<file path="config.mk">
export PLATFORM = sky130hd
export DESIGN_NAME = pipelined_adder_tree_acc
export DESIGN_NICKNAME = d
export VERILOG_FILES = /design/src/rtl/pipelined_adder_tree_acc.sv
export SDC_FILE = /design/constraint.sdc
export NUM_CORES = 2
export LEC_CHECK = 0
export CORE_ASPECT_RATIO = 0.9
export CORE_UTILIZATION = 40
export DETAILED_ROUTE_END_ITERATION = 10
export SLEW_MARGIN = 0
export SYNTH_ARGS = -nofsm -noshare
export SYNTH_HDL_FRONTEND = slang
export SYNTH_SLANG_ARGS = --single-unit
</file>
<file path="constraint.sdc">
create_clock -name clk -period 39.2 [get_ports clk]
set_input_delay 5.88 -clock clk [delete_from_list [all_inputs] [get_ports clk]]
set_output_delay 5.88 -clock clk [all_outputs]
set_load 0.02 [all_outputs]
</file>
<file path="src/rtl/pipelined_adder_tree_acc.sv">
// pipelined_adder_tree_acc: pipelined signed adder tree reducing N_IN lanes per beat, with valid/ready flow control and optional first..last accumulator
// Ports:
//   clk, rst_n            clock (rising edge), asynchronous active-low reset
//   in_valid/in_ready     input beat handshake; in_ready is combinational from out_valid/out_ready
//   in_data               N_IN signed lanes, lane i = in_data[i*IN_WIDTH +: IN_WIDTH]
//   in_first/in_last      accumulation boundaries, only meaningful when acc_mode=1
//   acc_mode              1 = accumulate first..last beats, 0 = one result per beat
//   out_valid/out_ready   result handshake
//   out_sum               signed ACC_WIDTH result
module pipelined_adder_tree_acc #(
  parameter int N_IN = 16,
  parameter int IN_WIDTH = 32,
  parameter int ACC_WIDTH = 48
) (
  input  logic                       clk,
  input  logic                       rst_n,
  input  logic                       in_valid,
  output logic                       in_ready,
  input  logic [N_IN*IN_WIDTH-1:0]   in_data,
  input  logic                       in_first,
  input  logic                       in_last,
  input  logic                       acc_mode,
  output logic                       out_valid,
  input  logic                       out_ready,
  output logic [ACC_WIDTH-1:0]       out_sum
);
  localparam int L = $clog2(N_IN);
  typedef enum logic {IDLE, ACCUM} state_t;
  state_t state;
  logic adv;
  logic [L:1] v, f, l, m;
  logic signed [ACC_WIDTH-1:0] ext [N_IN];
  // Registered tree nodes, level k (1..L) stored at offset N_IN - (2*N_IN >> k); the root is tr[N_IN-2].
  logic signed [ACC_WIDTH-1:0] tr [N_IN-1];
  logic signed [ACC_WIDTH-1:0] acc, base, nsum;
  assign adv = !out_valid || out_ready;
  assign in_ready = adv;
  for (genvar i = 0; i < N_IN; i++) begin : g_ext
    assign ext[i] = {{(ACC_WIDTH-IN_WIDTH){in_data[i*IN_WIDTH+IN_WIDTH-1]}}, in_data[i*IN_WIDTH +: IN_WIDTH]};
  end
  for (genvar k = 1; k <= L; k++) begin : g_lvl
    for (genvar j = 0; j < (N_IN >> k); j++) begin : g_node
      localparam int O = N_IN - ((2*N_IN) >> k);
      logic signed [ACC_WIDTH-1:0] a, b, s;
      if (k == 1) begin : g_leaf
        assign a = ext[2*j];
        assign b = ext[2*j+1];
      end else begin : g_inner
        localparam int P = N_IN - ((4*N_IN) >> k);
        assign a = tr[P+2*j];
        assign b = tr[P+2*j+1];
      end
      // Data needs no reset: bubbles are tracked by the valid bits alone.
      always_ff @(posedge clk)
        if (adv) s <= a + b;
      assign tr[O+j] = s;
    end
  end
  always_ff @(posedge clk or negedge rst_n)
    if (!rst_n) begin
      v <= '0;
      f <= '0;
      l <= '0;
      m <= '0;
    end else if (adv) begin
      v[1] <= in_valid;
      f[1] <= in_first;
      l[1] <= in_last;
      m[1] <= acc_mode;
      for (int k = 2; k <= L; k++) begin
        v[k] <= v[k-1];
        f[k] <= f[k-1];
        l[k] <= l[k-1];
        m[k] <= m[k-1];
      end
    end
  // acc is always zero while IDLE, so a non-first beat in IDLE starts from zero.
  assign base = (f[L] || state == IDLE) ? '0 : acc;
  assign nsum = base + tr[N_IN-2];
  always_ff @(posedge clk or negedge rst_n)
    if (!rst_n) begin
      out_valid <= 1'b0;
      out_sum <= '0;
      acc <= '0;
      state <= IDLE;
    end else if (adv) begin
      out_valid <= v[L] && (!m[L] || l[L]);
      if (v[L] && !m[L]) out_sum <= tr[N_IN-2];
      if (v[L] && m[L]) begin
        acc <= l[L] ? '0 : nsum;
        state <= l[L] ? IDLE : ACCUM;
        if (l[L]) out_sum <= nsum;
      end
    end
endmodule

</file>
### Word-level counts from Yosys, hierarchy flattened

Cells that the tools add are included.

| cells by class | value |
|---|---|
| add/sub/neg operators | 16 |
| multipliers | 0 |
| divide/modulo/power cells | 0 |
| $lt $le $gt $ge | 0 |
| equal/unequal tests | 0 |
| shifts and indexed selects | 0 |
| mux-type cells | 6 |
| bitwise operators | 1 |
| reductions and logical operators | 9 |

Operator list:

| operator | count |
|---|---|
| $add A48 B48 Y48 | 8 |
| $add A32 B32 Y33 | 8 |
| $mux W48 | 5 |
| $logic_and A1 B1 Y1 | 3 |
| $logic_or A1 B1 Y1 | 3 |
| $logic_not A1 Y1 | 2 |
| $reduce_and A2 Y1 | 1 |
| $mux W1 | 1 |
| $not A1 Y1 | 1 |

| word-level totals | value |
|---|---|
| register bits after elaboration | 834 |
| bits in latches | 0 |
| bits in writable memories | 0 |
| bits in read-only memories | 0 |
| output and inout port bits | 50 |
| memories kept | 0 |

### Longest topological paths before layout

| logic depth | value |
|---|---|
| depth in word-level cells | 6 |
| mapped depth | 17 |

### Worst setup path before layout

OpenSTA, ideal clock, no wires.

| path | value |
|---|---|
| path kind | in2out |
| from | in out_ready |
| to | out in_ready |
| arrival | 22660 ps |
| path slack | 10660 ps |
| stages on the path | 4 |
| cell sequence | nor2b_1 clkbuf_1 clkinv_1 clkbuf_1 |

| between the ends | value |
|---|---|
| cells in the longest elaborated chain, start to end | 1 |

RTL lines:

| what | RTL line | source |
|---|---|---|
| start, declared | 24 | `input logic out_ready,` |
| $logic_or A1 B1 Y1 | 36 | `assign adv = !out_valid \|\| out_ready;` |
| end, declared | 18 | `output logic in_ready,` |

Every way passes these cells.

### Final worst setup path

Ends and elaborated chain as after synthesis.

==> results <==
- The run finished with clean final reports.
- The maximum buffer depth of the clock tree is 3.
- For this design, the sink count on the clock tree is 714.
- In the routed design, unresolved DRC markers number 0.
- The number of buffers inserted by port buffering is 568.
- The initial antenna violation count is 24.
- The startpoint identified for the worst hold timing path is l[2].
- Once detailed placement completed, the half-perimeter wirelength came to 115300 um.
- The end of the worst register-to-register path is acc[44].
- The register clock-pin slew on the reported worst setup and hold paths is 0.06 ns.
- The xor/xnor share of the synthesized area is under 10%.
- TritonCTS created 82 clock buffers.
- The unique cell type count in the Yosys netlist is 83.
- The die is approximately 380 um wide.
- After synthesis, the mean cell area works out to 9.998 um^2.
- After filler insertion, the fill cell instance count of the layout stands at 11670.
- After detailed placement, the design holds a cell count of 7279.
- The synthesized net count is 6216.
- The dominant combinational cell family by area after synthesis is compound AO/OA/AOI/OAI gates.
- For the worst flop-to-flop path, the logic depth is 16.
- The CTS tree is yes.
- The hold-critical path endpoint is l[2].
- The number of max-capacitance violations reported is 0.
- The warning count from the yosys run is 0.
- The largest area contributor in the netlist is sky130_fd_sc_hd__edfxtp_1.
- The post-synthesis sequential element count is roughly 710.
- The slew at the pin with the worst max-slew slack is 1.160 ns.
- The worst clock skew is 0.02072 ns.
- The floorplan has 123 rows.
- Yosys attributes the largest share of cell area to sky130_fd_sc_hd__edfxtp_1 35%, sky130_fd_sc_hd__ha_1 14%, sky130_fd_sc_hd__xnor2_1 6.3%.
- The start-to-end type of the worst setup path is in -> out.
- The sequential cell area fraction in the yosys report is 40.89%.
- The height of the chip is 340.9 um.
- The number of setup buffers added after CTS is 0.
- The most common cell type on the critical path is sky130_fd_sc_hd__clkdlybuf4s50_1.
- The iteration count of the initial detailed-routing pass is 5.
- The headroom to the max-slew limit is a little under a quarter.
- Compared with the post-synthesis result, the final layout area differs by 20.21%.
- The register area is around 21000 um^2.
- The worst setup path is launched from an input pin.
- The final count of hold timing violations is 0.
- The number of enable-type register cells in the synthesized netlist is 600.
- The final-stage net count is 6787.
- The initial utilization of the core area, before any placement, comes to 40.59%.
- In the final timing run, aggregate negative setup slack is 0 ns.
- The synthesized netlist devotes 11.96% of its cell area to simple gates.
- The final non-filler cell total is 7440.
- The share of the cycle needed by the critical path after routing is 34.37%.
- The adder-cell share of the synthesized area is 14.75%.
- The cell area after technology mapping is 51040 um^2.
- The number of global-route vias before repair is ~39000.
- The delay of the slowest cell on the worst path is 0.75 ns.
- In this run the static leakage power is 0.02567 uW.
- The count of pins over their slew limit is 0.
- The routed length per instance is 19.37 um.
- The count of nets left with antenna violations once routing finished came out at 0.
- Summed over all layers, the global routing overflow is 0.
- The multi-input combinational cells in the finished layout cover a total of 29100 um^2.
- The number of gates resized after cts is 0.
- The flip-flop cell with the highest count after synthesis is sky130_fd_sc_hd__edfxtp_1.
- Setup violations remaining at the end of the flow were counted as 0.
- The number of hold-repair buffers added at the cts stage is 0.
- The largest fanout on the critical path is 66.
- The placement-stage worst setup slack is 25.73 ns.
- In the post-route analysis, the smallest setup slack over all paths is about 26 ns.
- The worst-case IR drop observed on VDD is between 0.00004 and 0.00005 V.
- The cell sitting at the root of the clock tree is a sky130_fd_sc_hd__clkbuf_16.
- STA classifies the critical path endpoint as an output port.
- The overall die area is 129000 um^2.
- The highest-delay cell along the critical path is sky130_fd_sc_hd__clkdlybuf4s50_1.
- In the synthesized netlist the async set-or-reset flop fraction comes to 15.97%.
- The signal on the critical path passes through clkdlybuf4s50_1 -> nor2b_2 -> inv_8 -> clkdlybuf4s50_1.
- The design draws 5190 uW.
- The endpoint arrival time on the critical path is 7.59 ns.
- Synthesis handed over a netlist of 5105 instances.
- For the finished layout, the period the worst path requires is 13.47 ns.
- Global routing used 21.83% of the available tracks.
- The number of top-level design ports is about 570.
- The pin count of the biggest net entering global routing is 187.
- Setup slack on the worst reg-to-reg path comes out at 34.60 ns.
- For this block, the via count after detailed routing is 40420.
- The placeable core area is 125700 um^2.
- The synthesized netlist devotes 21.39% of its cell area to compound gates.
- Power spread over the standard cell area amounts to 84.59 nW/um^2.
- After detailed routing, the number of vias per cell comes to 5.433.
- The tightest min-delay check is of the reg -> reg type.
- The worst hold path depth is 2.
- After synthesis, the largest area contributor takes up 35.30% of total cell area.
- The critical path required time is 33.32 ns.
- The global placer's final weighted congestion is approximately 0.91.
- The share of layout cells above drive strength 1 is 3.412%.
- The top achievable clock speed is 74.22 MHz.
- The first routing iteration left 2697 violations.
- Setup repair after global routing left no endpoint under its margin.
- The H-tree depth is 3.
- The startpoint of the worst-slack reg-to-reg timing path is state.
- The final layout contains routed wiring with a total length of ~140000 um.
- The fraction of synthesized area in multiplexers is 0.09806%.
- The latest clock arrival within the worst-skew pair is 0.67 ns.
- The first global-routing pass estimated ~220000 um of wire.
==> state kept, by name, indices dropped and copies added (netlist names) <==
signal and flops:
f 4, out_sum 48, state 1, g_lvl.g_node.s 600, l 4, acc 48
out_valid 1, v 4, m 4
==> routing by layer <==
layer	track usage, %	share of wire (%)	wire, um
met5	0	0.049	71
met4	5.803	2.3	3253
met3	3.916	5.6	8080
met2	33.97	45	64170
met1	31.05	48	68570
==> cells in the mapped netlist (10+ instances only) <==
master / n
sky130_fd_sc_hd__a211oi_1: 29
sky130_fd_sc_hd__a31oi_1: 70
sky130_fd_sc_hd__xnor2_1: 368
sky130_fd_sc_hd__nor3_1: 56
sky130_fd_sc_hd__nand2_1: 332
sky130_fd_sc_hd__a211o_1: 13
sky130_fd_sc_hd__o21a_1: 79
sky130_fd_sc_hd__nand4_1: 30
sky130_fd_sc_hd__fa_1: 16
sky130_fd_sc_hd__and2_1: 74
sky130_fd_sc_hd__o22ai_1: 66
sky130_fd_sc_hd__nor2b_1: 100
sky130_fd_sc_hd__xor2_1: 143
sky130_fd_sc_hd__nand2b_1: 97
sky130_fd_sc_hd__a221o_1: 11
sky130_fd_sc_hd__ha_1: 576
sky130_fd_sc_hd__o21ai_0: 362
sky130_fd_sc_hd__and3_1: 53
sky130_fd_sc_hd__or3_1: 22
sky130_fd_sc_hd__o31ai_1: 16
sky130_fd_sc_hd__a221oi_1: 10
sky130_fd_sc_hd__o2111ai_1: 11
sky130_fd_sc_hd__a21o_1: 267
sky130_fd_sc_hd__dfrtp_1: 114
sky130_fd_sc_hd__o21ai_1: 17
sky130_fd_sc_hd__nor4_1: 16
sky130_fd_sc_hd__o211ai_1: 24
sky130_fd_sc_hd__edfxtp_1: 600
sky130_fd_sc_hd__a21oi_1: 589
sky130_fd_sc_hd__nand3_1: 114
sky130_fd_sc_hd__a21boi_0: 19
sky130_fd_sc_hd__a22o_1: 20
sky130_fd_sc_hd__inv_1: 193
sky130_fd_sc_hd__nor2_1: 283
sky130_fd_sc_hd__clkbuf_1: 88
sky130_fd_sc_hd__and4_1: 20
sky130_fd_sc_hd__o21bai_1: 67
==> how the worst max path moves through the flow <==
stage                     startpoint       end  slack (ns)  depth (start not counted)
after floorplan            out_ready  in_ready       10.66                          4
after global placement     out_ready  in_ready       25.72                          4
after detailed placement   out_ready  in_ready       25.73                          4
after CTS                  out_ready  in_ready       25.72                          4
after global routing       out_ready  in_ready       25.66                          4
final                      out_ready  in_ready       25.73                          4
==> through the flow <==
stage,util [%],cell area [um^2],hold WS (ns)
floorplan,-,51040,0.4386
global placement,46.63,58630,0.4504
detailed placement,46.63,58630,0.4549
CTS,48.78,61330,0.4688
global route,48.79,61350,0.4942
finish,48.79,61350,0.4690
==> layout make-up <==
| class | instances | area share (%) |
|---|---|---|
| flip-flops and latches | 714 | 34.02 |
| repair buffers | 583 | 9.487 |
| well taps | 1687 | 3.440 |
| clock inverters | 57 | 0.8504 |
| diodes | 9 | 0.03671 |
| multi-input cells | 4101 | 47.42 |
| clock buffers | 95 | 3.544 |
| inverters | 194 | 1.199 |
==> critical path: cells and delay by family <==
kind | cells | cell delay, ns
buf+inv | 3 | 1.56
simple gates | 1 | 0.07
==> cell usage in the layout, fill, tap and decap left out, types with 143 or more instances in the layout <==
cell and count:
sky130_fd_sc_hd__a21o_1 267, sky130_fd_sc_hd__nand2_1 332, sky130_fd_sc_hd__a21oi_1 589, sky130_fd_sc_hd__edfxtp_1 600, sky130_fd_sc_hd__ha_1 576, sky130_fd_sc_hd__inv_1 193, sky130_fd_sc_hd__nor2_1 280, sky130_fd_sc_hd__xor2_1 143
sky130_fd_sc_hd__clkdlybuf4s50_1 567, sky130_fd_sc_hd__o21ai_0 362, sky130_fd_sc_hd__xnor2_1 368
==> cell families after synthesis <==
family | count (synthesis)
buf+inv | 290
mux | 5
fa+ha+maj | 592
xor+xnor | 511
compound gates | 1759
flops | 714
simple gates | 1234
==> report_power, final <==
| part | switching [uW] | internal, uW | total, uW |
|---|---|---|---|
| sequential | 187 | 1380 | 1570 |
| combinational | 1690 | 1160 | 2850 |
| clock | 324 | 446 | 770 |
| total | 2200 | 2990 | 5190 |
No activity file was read; power rests on OpenSTA's default activity.
